## src/rtl/ddr_addr_gen_2d.sv

```systemverilog
// Purpose : 2-D strided DDR read-address generator; splits rows into <=MAX_BURST chunks, limits beats in flight by credit, waits for all data.
// Latency : first request 1 cycle after start; done 1 cycle after the final counted beat (empty command: done 2 cycles after start).
// Backpr. : request held stable while ddr_addr_ready is low; new requests withheld while pending + size would exceed MAX_PEND_BEATS.
//
// Optional feature macro: DDR_ADDR_GEN_BOUNDARY_SPLIT_EN -- when defined, no request
// crosses a multiple of BOUNDARY_BEATS; when undefined, chunking is by MAX_BURST only.
//
// Ports:
//   clk, rst            clock; synchronous active-high reset
//   start               one-cycle command, taken only in IDLE (and not in the done cycle)
//   busy, done          busy outside IDLE; done is a one-cycle completion pulse
//   st_addr, burst, step, burst_num, outer_num, outer_step
//                       region description, latched on start (addresses in beats)
//   ddr_addr, ddr_size, ddr_addr_valid, ddr_addr_ready
//                       read-address request channel (valid/ready)
//   beat_valid, beat_ready
//                       monitor tap on the returned data channel
module ddr_addr_gen_2d #(
    parameter int DDR_ADDR_W     = 32,
    parameter int BURST_W        = 8,
    parameter int MAX_BURST      = 16,
    parameter int MAX_PEND_BEATS = 64,
    parameter int BOUNDARY_BEATS = 64
) (
    input  logic                  clk,
    input  logic                  rst,
    input  logic                  start,
    output logic                  busy,
    output logic                  done,
    input  logic [DDR_ADDR_W-1:0] st_addr,
    input  logic [BURST_W-1:0]    burst,
    input  logic [DDR_ADDR_W-1:0] step,
    input  logic [BURST_W-1:0]    burst_num,
    input  logic [BURST_W-1:0]    outer_num,
    input  logic [DDR_ADDR_W-1:0] outer_step,
    output logic [DDR_ADDR_W-1:0] ddr_addr,
    output logic [BURST_W-1:0]    ddr_size,
    output logic                  ddr_addr_valid,
    input  logic                  ddr_addr_ready,
    input  logic                  beat_valid,
    input  logic                  beat_ready
);

    localparam int PEND_W = $clog2(MAX_PEND_BEATS + 1);

    // Elaboration-time parameter sanity checks.
    if (MAX_BURST < 1 || MAX_BURST > (2 ** BURST_W) - 1) begin : g_chk_burst
        $error("MAX_BURST must be in 1 .. 2^BURST_W-1");
    end
    if (MAX_PEND_BEATS < MAX_BURST) begin : g_chk_pend
        $error("MAX_PEND_BEATS must be >= MAX_BURST");
    end
    if (BOUNDARY_BEATS < 1 || (BOUNDARY_BEATS & (BOUNDARY_BEATS - 1)) != 0) begin : g_chk_bnd
        $error("BOUNDARY_BEATS must be a power of 2");
    end

    typedef enum logic [1:0] {
        IDLE  = 2'd0,
        ISSUE = 2'd1,
        DRAIN = 2'd2
    } state_t;

    state_t state;
    state_t state_nxt;

    // Latched command
    logic [BURST_W-1:0]    burst_q;
    logic [BURST_W-1:0]    burst_num_q;
    logic [BURST_W-1:0]    outer_last_q;   // index of last outer iteration (outer_num 0 -> 0)
    logic [DDR_ADDR_W-1:0] step_q;
    logic [DDR_ADDR_W-1:0] outer_step_q;

    // Address accumulators: outer_base = st + o*outer_step, row_base = outer_base + r*step,
    // cur_addr = row_base + chunk_off. Stepped only on request accept.
    logic [DDR_ADDR_W-1:0] outer_base;
    logic [DDR_ADDR_W-1:0] row_base;
    logic [DDR_ADDR_W-1:0] cur_addr;
    logic [BURST_W-1:0]    chunk_off;
    logic [BURST_W-1:0]    row_cnt;
    logic [BURST_W-1:0]    outer_cnt;

    logic [PEND_W-1:0]     pending;
    logic [PEND_W-1:0]     pending_nxt;
    logic                  done_q;

    // Request shaping
    logic [BURST_W-1:0]    remain;
    logic [BURST_W-1:0]    req_size;
    logic [BURST_W-1:0]    next_chunk;
    logic                  credit_ok;
    logic                  req_accept;
    logic                  beat_cnt;
    logic                  start_acc;
    logic                  last_chunk;
    logic                  last_row;
    logic                  last_outer;
    logic                  last_req;

`ifdef DDR_ADDR_GEN_BOUNDARY_SPLIT_EN
    logic [DDR_ADDR_W-1:0] bnd_room;
`endif

    // ------------------------------------------------------------------
    // Request size and credit check
    // ------------------------------------------------------------------
    always_comb begin
        remain   = burst_q - chunk_off;
        req_size = (remain < BURST_W'(MAX_BURST)) ? remain : BURST_W'(MAX_BURST);
`ifdef DDR_ADDR_GEN_BOUNDARY_SPLIT_EN
        // Beats left before the next BOUNDARY_BEATS multiple; always >= 1.
        bnd_room = DDR_ADDR_W'(BOUNDARY_BEATS)
                 - (cur_addr & DDR_ADDR_W'(BOUNDARY_BEATS - 1));
        if (bnd_room < DDR_ADDR_W'(req_size)) begin
            req_size = BURST_W'(bnd_room);
        end
`endif
    end

    // The sum is formed wide so it cannot wrap before the compare.
    assign credit_ok  = (32'(pending) + 32'(req_size)) <= 32'(MAX_PEND_BEATS);

    // chunk_off + req_size never exceeds burst_q, so no overflow here.
    assign next_chunk = chunk_off + req_size;
    assign last_chunk = (next_chunk == burst_q);
    assign last_row   = (row_cnt == burst_num_q - BURST_W'(1));
    assign last_outer = (outer_cnt == outer_last_q);
    assign last_req   = last_chunk && last_row && last_outer;

    assign req_accept = ddr_addr_valid && ddr_addr_ready;
    // Beats with nothing outstanding are stray and ignored.
    assign beat_cnt   = beat_valid && beat_ready && (pending != '0);
    // The done cycle is already IDLE; holding off start there keeps one idle cycle between commands.
    assign start_acc  = (state == IDLE) && start && !done_q;

    // Accept adds at most req_size, which credit_ok already bounded by MAX_PEND_BEATS.
    always_comb begin
        pending_nxt = pending;
        if (req_accept) begin
            pending_nxt = pending_nxt + PEND_W'(req_size);
        end
        if (beat_cnt) begin
            pending_nxt = pending_nxt - PEND_W'(1);
        end
    end

    // ------------------------------------------------------------------
    // FSM: state register
    // ------------------------------------------------------------------
    always_ff @(posedge clk) begin
        if (rst) begin
            state <= IDLE;
        end else begin
            state <= state_nxt;
        end
    end

    // ------------------------------------------------------------------
    // FSM: next state
    // ------------------------------------------------------------------
    always_comb begin
        state_nxt = state;
        unique case (state)
            IDLE: begin
                if (start_acc) begin
                    state_nxt = (burst == '0 || burst_num == '0) ? DRAIN : ISSUE;
                end
            end
            ISSUE: begin
                if (req_accept && last_req) begin
                    state_nxt = DRAIN;
                end
            end
            DRAIN: begin
                if (pending_nxt == '0) begin
                    state_nxt = IDLE;
                end
            end
            default: state_nxt = IDLE;
        endcase
    end

    // ------------------------------------------------------------------
    // FSM: outputs
    // ------------------------------------------------------------------
    // pending only grows on accept, so once valid is up it stays up until accepted.
    always_comb begin
        busy           = (state != IDLE);
        ddr_addr_valid = (state == ISSUE) && credit_ok;
    end

    assign done     = done_q;
    assign ddr_addr = cur_addr;
    assign ddr_size = req_size;

    // ------------------------------------------------------------------
    // Datapath: command latch, address walk, credit counter, done pulse
    // ------------------------------------------------------------------
    always_ff @(posedge clk) begin
        if (rst) begin
            burst_q      <= '0;
            burst_num_q  <= '0;
            outer_last_q <= '0;
            step_q       <= '0;
            outer_step_q <= '0;
            outer_base   <= '0;
            row_base     <= '0;
            cur_addr     <= '0;
            chunk_off    <= '0;
            row_cnt      <= '0;
            outer_cnt    <= '0;
            pending      <= '0;
            done_q       <= 1'b0;
        end else begin
            pending <= pending_nxt;
            done_q  <= (state == DRAIN) && (pending_nxt == '0);

            if (start_acc) begin
                burst_q      <= burst;
                burst_num_q  <= burst_num;
                outer_last_q <= (outer_num == '0) ? '0 : outer_num - BURST_W'(1);
                step_q       <= step;
                outer_step_q <= outer_step;
                outer_base   <= st_addr;
                row_base     <= st_addr;
                cur_addr     <= st_addr;
                chunk_off    <= '0;
                row_cnt      <= '0;
                outer_cnt    <= '0;
            end else if (req_accept) begin
                // Walk order: chunk within row, then row, then outer iteration.
                if (!last_chunk) begin
                    chunk_off <= next_chunk;
                    cur_addr  <= cur_addr + DDR_ADDR_W'(req_size);
                end else begin
                    chunk_off <= '0;
                    if (!last_row) begin
                        row_cnt  <= row_cnt + BURST_W'(1);
                        row_base <= row_base + step_q;
                        cur_addr <= row_base + step_q;
                    end else if (!last_outer) begin
                        row_cnt    <= '0;
                        outer_cnt  <= outer_cnt + BURST_W'(1);
                        outer_base <= outer_base + outer_step_q;
                        row_base   <= outer_base + outer_step_q;
                        cur_addr   <= outer_base + outer_step_q;
                    end
                end
            end
        end
    end

endmodule

```

## config.mk

```make
export PLATFORM = sky130hd
export DESIGN_NAME = ddr_addr_gen_2d
export DESIGN_NICKNAME = d
export VERILOG_FILES = /design/src/rtl/ddr_addr_gen_2d.sv
export SDC_FILE = /design/constraint.sdc
export NUM_CORES = 1
export LEC_CHECK = 0
export BUFFER_PORTS_ARGS = -buffer_cell sky130_fd_sc_hd__buf_2
export CORE_ASPECT_RATIO = 1.25
export CORE_MARGIN = 5
export CORE_UTILIZATION = 50
export CTS_BUF_LIST = sky130_fd_sc_hd__clkbuf_8
export CTS_CLUSTER_DIAMETER = 150
export CTS_CLUSTER_SIZE = 14
export DETAILED_ROUTE_END_ITERATION = 10
export PLACE_DENSITY = 0.71
export SYNTH_ARGS = -nofsm -noshare
export SYNTH_HDL_FRONTEND = slang
export SYNTH_SLANG_ARGS = --single-unit
export TNS_END_PERCENT = 20
```

## constraint.sdc

```tcl
create_clock -name clk -period 7.8 [get_ports clk]
set_input_delay 1.56 -clock clk [delete_from_list [all_inputs] [get_ports clk]]
set_output_delay 1.56 -clock clk [all_outputs]
set_load 0.03 [all_outputs]
```

**Word-level counts from Yosys, hierarchy flattened**

Index checks and enable logic that the tools add are counted.

- Memories: 0
- Register bits after elaboration: 218
- Latch bits: 0
- RAM bits: 0
- ROM bits: 0
- Output and inout port bits: 43

- Equality and inequality tests: 12
- Bitwise logic cells: 1
- Muxes and demuxes: 24
- Reduce and logical (&&, ||, !) cells: 29
- Add/sub/neg operators: 12
- Shift operators: 0
- Div/mod/pow operators: 0
- Multipliers: 0
- Order comparisons: 2

Operator list:

| operator | number |
|---|---|
| $mux 32 | 12 |
| $add 32x32->32 | 2 |
| $mux 8 | 5 |
| $add 32x8->32 | 1 |
| $eq 8x8->1 | 3 |
| $logic_not 8->1 | 3 |
| $add 8x1->8 const B | 2 |
| $sub 8x1->8 const B | 2 |
| $mux 7 | 2 |
| $logic_and 1x1->1 | 10 |
| $ne 2x2->1 const B | 5 |
| $add 7x8->9 | 1 |
| $le 9x7->1 const B | 1 |
| $reduce_and 3->1 | 3 |
| $add 8x8->8 | 1 |
| $lt 8x5->1 const B | 1 |
| $mux 2 | 4 |
| $reduce_and 4->1 | 2 |
| $reduce_bool 2->1 | 4 |
| $sub 8x8->8 | 1 |
| $add 7x7->7 | 1 |
| $logic_not 7->1 | 1 |
| $reduce_bool 7->1 | 1 |
| $sub 7x1->7 const B | 1 |
| 11 further kinds | 11 |

**Logic depth before layout (Yosys ltp)**

Gate-level depths: netlist (run 1).

- Depth in word-level cells: 13
- Gate-level depth with buffers: 30

**Least setup slack after synthesis (run 1)**

OpenSTA, ideal clock, no wires.

- Kind: register -> register
- Start point: reg chunk_off[1]
- End point: reg done_q (netlist: done)
- Required time: 7704 ps
- Stages on the path, launching flop included: 31
- Slack: 513 ps
- Clock period less this slack: 7287 ps
- Buffers on the path: 2
- Data arrival time: 7191 ps
- Cell sequence: dfxtp_1 inv_1 ha_1 nor2b_1 o21ai_0 a21oi_1 o21ai_0 a21boi_0 o21ai_0 a21oi_1 o2111ai_1 nor2_1 ha_1 fa_1 a211oi_1 nor2_1 xor2_1 o41ai_1 and2_1 clkbuf_1 clkbuf_1 mux2i_1 ha_1 inv_1 or2_2 nor3_1 xor2_1 mux2i_1 nor4b_1 nand3_1 nor4b_1

- Longest elaborated chain between the ends: 12
- Elaborated cells on any way between the ends: 13
- Those cells by class: add/sub: 4; order compare: 2; mux: 3; reduce/logical: 4

Ends and longest elaborated chain:

| item | RTL line | text |
|---|---|---|
| start, declared | 78 | `logic [BURST_W-1:0] chunk_off;` |
| start signal, assigned | 232 | `chunk_off <= next_chunk;` |
| $sub 8x8->8 (*) | 107 | `remain = burst_q - chunk_off;` |
| $lt 8x5->1 | 108 | `req_size = (remain < BURST_W'(MAX_BURST)) ? remain : BURST_W'(MAX_BURST);` |
| $mux 8 (*) | 108 |  |
| net ddr_size[4] | 37 | `output logic [BURST_W-1:0] ddr_size,` |
| $add 7x8->9 | 120 | `assign credit_ok = (32'(pending) + 32'(req_size)) <= 32'(MAX_PEND_BEATS);` |
| $le 9x7->1 | 120 |  |
| $logic_and 1x1->1 | 188 | `ddr_addr_valid = (state == ISSUE) && credit_ok;` |
| $logic_and 1x1->1 | 129 | `assign req_accept = ddr_addr_valid && ddr_addr_ready;` |
| $mux 7 (*) | 138 | `if (req_accept) begin` |
| $sub 7x1->7 | 142 | `pending_nxt = pending_nxt - PEND_W'(1);` |
| $mux 7 (*) | 141 | `if (beat_cnt) begin` |
| $logic_not 7->1 (*) | 215 | `done_q <= (state == DRAIN) && (pending_nxt == '0);` |
| $logic_and 1x1->1 (*) | 215 |  |
| end signal, assigned | 215 |  |
| end, declared | 84 | `logic done_q;` |

The timed path passes the listed nets; every way through them passes the cells marked *.
A chain may end at the register's enable or synchronous reset.

**Final worst setup path (run 1)**

- Start point: reg chunk_off[1]
- End point: out ddr_addr_valid

- Longest elaborated chain between the ends: 6

Ends and longest elaborated chain:

| item | RTL line | text |
|---|---|---|
| $sub 8x8->8 (*) | 107 |  |
| $lt 8x5->1 | 108 |  |
| $mux 8 (*) | 108 |  |
| $add 7x8->9 (*) | 120 |  |
| $le 9x7->1 (*) | 120 |  |
| $logic_and 1x1->1 (*) | 188 |  |
| end, declared | 38 | `output logic ddr_addr_valid,` |

Mark *: on every way between the ends. The rest lies on a longest branch, timed or not.

==> metrics.cfg, run 1 <==
[status]
outcome=completed

[placed_design]
gp_congestion=1.01
pre_cts_ws_ns=0.822
port-buffer-count=165
dp_cells=2445
hpwlAfterDp_mm=37.4

[detailed_routing]
avgViaCountPerCell=6.06
postRouteAntennaNets=0
vias=15000
drt_pass1_iterations=5
wl_per_cell_um=20.1
drcViolationCount=0
wirelength_mm=49.7
dr.first_iter.drc_count=1225

[critical_path]
cp-start-kind=flip-flop
cp_slowest_cell=o41ai_1
crit_path_max_incr_delay_ns=0.51
path_cells=inv_1 -> ha_1 -> nor2b_1 -> o21ai_0 -> a21oi_1 -> o21ai_0 -> a21boi_0 -> o21ai_0 -> a21oi_1 -> o2111ai_2 -> nor2_1 -> ha_1 -> fa_1 -> a211oi_1 -> nor2_1 -> xor2_1 -> o41ai_1 -> and2_1 -> buf_2
crit_top_cell=o21ai_0
arrival_ns=5.43
r2r-end=done
required_ns=6.24
crit_family=compound AO/OA/AOI/OAI gates
critical_path_buf_inv_count=2
cp-startpoint=chunk_off[1]
reg2reg_depth=28
r2r_start=chunk_off[1]
reg2reg_slack_ns=0.97
critPathCaptureType=output port
worstSetupPathType=reg -> out
critPathMaxFanout=9

[worst_hold_path]
hold_start=step_q[25]
whs_path_depth=2
hp-class=reg -> reg
holdPathEnd=step_q[25]

[cts]
postCtsSetupBuffers=0
path_clk_slew_ns=0.10
clock_sinks=218
cts_buffer_depth=3
cts_tree=done
clkLatencyLatePin_ns=0.57
hold_buffers=0
numCtsBuffers=19
cts_root_buffer=clkbuf_8
htreeDepth=1

[power]
seq_power_share_pct=35.6
combPwrFrac_pct=49.4
p_clk_share_pct=15.0
p_leak_nw=6.90
p_int_mw=2.28
p_switching_mw=1.94
p_per_area_mw_per_mm2=261
ir_drop_mv=0.179
p_sw_share_pct=46.1

[logic_synthesis]
syn_area_per_cell_um2=7.53
mappedNetlistArea_mm2=0.0147
ys_seq_area_share_pct=29.6
synth-warning-count=0
yosys-top-cells-area=dfxtp_1 (30%), nand2_1 (8.4%), ha_1 (8.2%), a21oi_1 (7.6%), nor2_1 (4.7%)
synth_cells=1958
synth_top_cell_by_area=dfxtp_1
synthArstFlopShare_pct=0
synth_cell_types=81
netlist.area_leader.share_pct=29.6
synth_edf_count=0
synth_flop_cell=dfxtp_1
ys_ff_latch=218

[final_layout]
final_common_cell=nand2_1
syn_to_final_growth_pct=9.48
drive_gt1_share_pct=11.4
antenna_cells=0
nets=2299
fin_cells=2466
mostFrequentLayoutCells=nand2_1 (330), a21oi_1 (223), dfxtp_1 (218), nor2_1 (186), buf_2 (164)

[global_routing]
grt_pass1_vias=14400
grt_pass1_wl_mm=76.9
grt_max_degree=71
grt_antenna_before_repair=0
overflow=0
gr-usage-all-layers_pct=28.9

[sta]
finalCritPeriodShare_pct=89.6
setup_viol=0
fin_worst_skew_ns=0.0395
max_freq_mhz=143
finalHoldViolations=0
fin_crit_ns=6.99
fin_tns_setup_ns=0
rsz0062_at_grt=no
drv_slew=0
slew-limit-headroom_pct=25.9
worst_slack_ns=0.809
worst_pin_slew_ns=1.10

[floorplanning]
core_area_mm2=0.0292
die-area_mm2=0.0330
row_count=70
start_util_pct=50.6
die_width_um=164
die_height_um=202
io_pins=169

[job]
drv_cap=0

power groups by stage:
| stage | Combinational, mW | Sequential [mW] | Clock (mW) |
|---|---|---|---|
| floorplan | 1.43 | 1.52 | 0 |
| global placement | 2.02 | 1.52 | 0 |
| detailed placement | 2.04 | 1.52 | 0 |
| CTS | 2.05 | 1.50 | 0.642 |
| global route | 2.29 | 1.52 | 0.679 |
| finish | 2.08 | 1.50 | 0.634 |
worst max path at each step:
| stage | end | slack [ns] | cells past startpoint |
|---|---|---|---|
| 6_report | ddr_addr_valid | 0.81 | 19 |
| 3_5_place_dp | done | 0.82 | 28 |
| 4_1_cts | ddr_addr_valid | 0.58 | 19 |
| 2_1_floorplan | done | 0.51 | 30 |
| 3_3_place_gp | done | 1.05 | 28 |
| 5_1_grt | done | 0.13 | 28 |
cell type report:
cell class | instances | area [µm²]
flip-flops and latches | 218 | 4360
inverters | 46 | 173
fillers | 2890 | 13000
clock inverters | 2 | 16.3
repair buffers | 185 | 978
multi-input cells | 1600 | 9850
well taps | 396 | 495
clock buffers | 19 | 262
flip-flops by register name, indices dropped and copies added, names as in the netlist:
signal / count
burst_num_q: 8
burst_q: 8
chunk_off: 8
ddr_addr: 32
done: 1
outer_base: 32
outer_cnt: 8
outer_last_q: 8
outer_step_q: 32
pending: 7
row_base: 32
row_cnt: 8
state: 2
step_q: 32
worst min-delay path, stage by stage (launching register included):
cell	delay [ns]
dfxtp_1	0.33
nand2_1	0.05
a21oi_1	0.05
metrics by stage:
stage               power, mW  hold slack, ns  cell area (µm²)  util, %
floorplan                2.95           0.436            14800        -
global placement         3.53           0.452            15900     54.4
detailed placement       3.56           0.453            15900     54.4
CTS                      4.19           0.468            16100     55.3
global route             4.48           0.484            16100     55.3
finish                   4.22           0.467            16100     55.3
Yosys cell counts (all sizes together), types with 6 or more instances:
| cell | n |
|---|---|
| a211oi | 26 |
| a21boi | 9 |
| a21o | 28 |
| a21oi | 223 |
| a221oi | 10 |
| a22oi | 9 |
| a311oi | 20 |
| a31oi | 21 |
| and2 | 12 |
| and3 | 23 |
| buf | 27 |
| clkbuf | 76 |
| dfxtp | 218 |
| fa | 6 |
| ha | 97 |
| inv | 46 |
| mux2i | 23 |
| nand2 | 331 |
| nand2b | 13 |
| nand3 | 32 |
| nand4 | 24 |
| nor2 | 186 |
| nor2b | 14 |
| nor3 | 56 |
| nor4 | 13 |
| o211ai | 16 |
| o21a | 12 |
| o21ai | 110 |
| o21bai | 7 |
| o22a | 6 |
| o22ai | 14 |
| o31a | 6 |
| or2 | 9 |
| or3 | 14 |
| xnor2 | 58 |
| xor2 | 71 |
what timing repair did:
action | in CTS | in global routing
resized for setup | 0 | 1
endpoints found under the setup margin | 0 | 3
hold endpoints to repair | 0 | 0
metal layers:
metal	vias to the layer above	routed length (µm)	share of wire, %	global-route usage (%)
li1	7223	-	-	-
met1	6957	20300	41	36.3
met2	614	22400	45	47.7
met3	162	3520	7.1	3.81
met4	0	3370	6.8	16.4
met5	-	0	0	0
cell families after synthesis:
group / Yosys count / share of synthesized area (%)
fa+ha+maj: 103 / 9.05
other cells: 1 / 0.0254
mux: 26 / 1.79
compound gates: 577 / 24.5
xor+xnor: 132 / 8.17
buf+inv: 149 / 4.04
flops: 218 / 29.6
simple gates: 752 / 22.8
No activity file was read; power rests on OpenSTA's default activity.
==> run 2: changes to the inputs <==
CELL_PAD_IN_SITES_DETAIL_PLACEMENT = 0   (was default)
CELL_PAD_IN_SITES_GLOBAL_PLACEMENT = 2   (was default)
CORE_UTILIZATION = 35   (was 50)
PLACE_DENSITY = 0.83   (was 0.71)
==> run 2 against run 1 <==
Effect of this change:
- combinational power about the same
- critical path depth unchanged
- non-clock buffer count increased by 2
- clock skew decreased by 0.011 ns
- via count decreased by 2.3%
- die area increased by 40%
- total power increased by 1.2%
- global-route usage decreased by 6.1 points
- worst setup slack improved by 0.025 ns
- sequential power about the same
- register-to-register slack improved by 0.07 ns
- fmax increased by 0.36%
- critical path type unchanged
==> metrics.cfg, run 2 (synthesis results as in run 1) <==
[placed_design]
dp_cells=2610  ; +6.7%
hpwlAfterDp_mm=42.3  ; +13%
port-buffer-count=165  ; unchanged
gp_congestion=0.909  ; -9.9%

[cts]
cts_resized=0  ; unchanged
cts_tree=done
postCtsSetupBuffers=0  ; unchanged
cts_root_buffer=clkbuf_8
numCtsBuffers=19  ; unchanged
clkLatencyLatePin_ns=0.58  ; about the same
htreeDepth=1  ; unchanged
cts_buffer_depth=3  ; unchanged
path_clk_slew_ns=0.11  ; about the same
hold_buffers=0  ; unchanged
clock_sinks=218  ; unchanged

[detailed_routing]
drt_pass1_iterations=7  ; +2
dr.first_iter.drc_count=954  ; -22%
wl_per_cell_um=21.0  ; +4.2%
postRouteAntennaNets=0  ; unchanged
avgViaCountPerCell=5.55  ; -8.5%
wirelength_mm=55.2  ; +11%
drcViolationCount=0  ; unchanged
vias=14600  ; -2.3%

[critical_path]
path_cells=inv_1 -> ha_1 -> nor2b_1 -> o21ai_0 -> a21oi_1 -> o21ai_0 -> a21boi_0 -> o21ai_0 -> and3_1 -> o2111ai_1 -> buf_4 -> nor2_1 -> ha_1 -> a211oi_1 -> nor2_1 -> xor2_1 -> o41ai_1 -> and2_1 -> buf_2
worstSetupPathType=reg -> out
critical_path_buf_inv_count=3  ; +1
crit_path_max_incr_delay_ns=0.70  ; +0.19 ns
cp-start-kind=flip-flop
critPathMaxFanout=9  ; unchanged
required_ns=6.24  ; about the same
r2r_start=chunk_off[1]
cp_slowest_cell=o41ai_1
crit_top_cell=o21ai_0
critPathCaptureType=output port
crit_family=compound AO/OA/AOI/OAI gates
cp-startpoint=chunk_off[1]
arrival_ns=5.41  ; -0.02 ns

[worst_hold_path]
hp-class=reg -> reg
hold_start=step_q[24]

[power]
ir_drop_mv=0.118  ; -34%
p_per_area_mw_per_mm2=261  ; -0.15%
combPwrFrac_pct=49.5  ; about the same
p_sw_share_pct=46.6  ; +0.52 points
p_leak_nw=6.91  ; +0.13%
p_switching_mw=1.99  ; +2.3%
seq_power_share_pct=35.5  ; about the same
p_clk_share_pct=15.0  ; about the same
p_int_mw=2.28  ; +0.21%

[floorplanning]
die_height_um=239  ; +19%
die-area_mm2=0.0464  ; +40%
io_pins=169  ; unchanged
start_util_pct=35.2  ; -15 points
core_area_mm2=0.0418  ; +43%
die_width_um=194  ; +18%
row_count=84  ; +20%

[global_routing]
grt_antenna_before_repair=1  ; +1
overflow=0  ; unchanged
grt_pass1_vias=14200  ; -1.2%
grt_pass1_wl_mm=84.0  ; +9.3%
grt_max_degree=85  ; +20%
gr-usage-all-layers_pct=22.8  ; -6.1 points

[sta]
finalCritPeriodShare_pct=89.3  ; -0.32 points
slew-limit-headroom_pct=21.2  ; -4.7 points
max_freq_mhz=144  ; +0.36%
setup_viol=0  ; unchanged
fin_worst_skew_ns=0.0284  ; -0.0111 ns
fin_tns_setup_ns=0  ; unchanged
worst_pin_slew_ns=1.17  ; +0.0702 ns
drv_slew=0  ; unchanged
fin_crit_ns=6.97  ; -0.0248 ns
finalHoldViolations=0  ; unchanged
rsz0062_at_grt=no

[final_layout]
fin_cells=2632  ; +6.7%
final_common_cell=nand2_1
nets=2301  ; +0.087%
mostFrequentLayoutCells=nand2_1 (330), a21oi_1 (223), dfxtp_1 (218), nor2_1 (186), buf_2 (164)
drive_gt1_share_pct=11.5  ; +0.037 points
syn_to_final_growth_pct=10.9

[status]
outcome=completed

[job]
drv_cap=0  ; unchanged

## run 2: cell count changes in the layout (fill, tap and decap cells not counted)
cell / delta
diode_2: +1
o2111ai_1: +1
o2111ai_2: -1
buf_4: +2
## run 2: worst paths after layout
check | slack, ns | cells past startpoint | endpoint
hold / removal | 0.47 | 2 | step_q[24]
setup reg to reg | 1.04 | 28 | done
setup / recovery | 0.83 | 19 | ddr_addr_valid
hold reg to reg | 0.47 | 2 | step_q[24]
## run 2: through the flow
stage / hold slack (ns) / power (mW) / instance area, µm² / util, % / setup slack, ns
floorplan: 0.436 / 2.95 / 14800 / - / 0.513
global placement: 0.455 / 3.63 / 16100 / 38.4 / 1.29
detailed placement: 0.455 / 3.64 / 16100 / 38.4 / 1.10
CTS: 0.470 / 4.30 / 16400 / 39.1 / 0.802
global route: 0.493 / 4.56 / 16400 / 39.1 / 0.145
finish: 0.467 / 4.27 / 16400 / 39.1 / 0.833
## run 2: tightest hold or removal path: cells and delay by family (launching register included)
family	cells	cell delay, ns
AO/OA/AOI/OAI	1	0.05
AND/OR/NAND/NOR	1	0.05
flip-flops	1	0.32
## run 2: power by group through the flow
stage,combinational (mW),sequential [mW],clock (mW)
floorplan,1.43,1.52,0
global placement,2.10,1.53,0
detailed placement,2.10,1.53,0
CTS,2.12,1.51,0.670
global route,2.32,1.54,0.703
finish,2.11,1.51,0.640
## run 2: cell type report
class,count,area [µm²]
clock inverter,2,16.3
inverter,46,173
tap,559,699
sequential,218,4360
multi-input combinational,1600,9850
fill,4592,25500
timing repair buffer,187,993
antenna,1,2.50
clock buffer,19,262
## run 2: metal layers
| layer | vias up | global-route usage [%] | share of wire [%] |
|---|---|---|---|
| met3 | 77 | 2.43 | 4.8 |
| met1 | 6893 | 29.7 | 44 |
| met4 | 0 | 8.56 | 3.9 |
| li1 | 7225 | - | - |
| met2 | 416 | 39.1 | 47 |
| met5 | - | 0 | 0 |
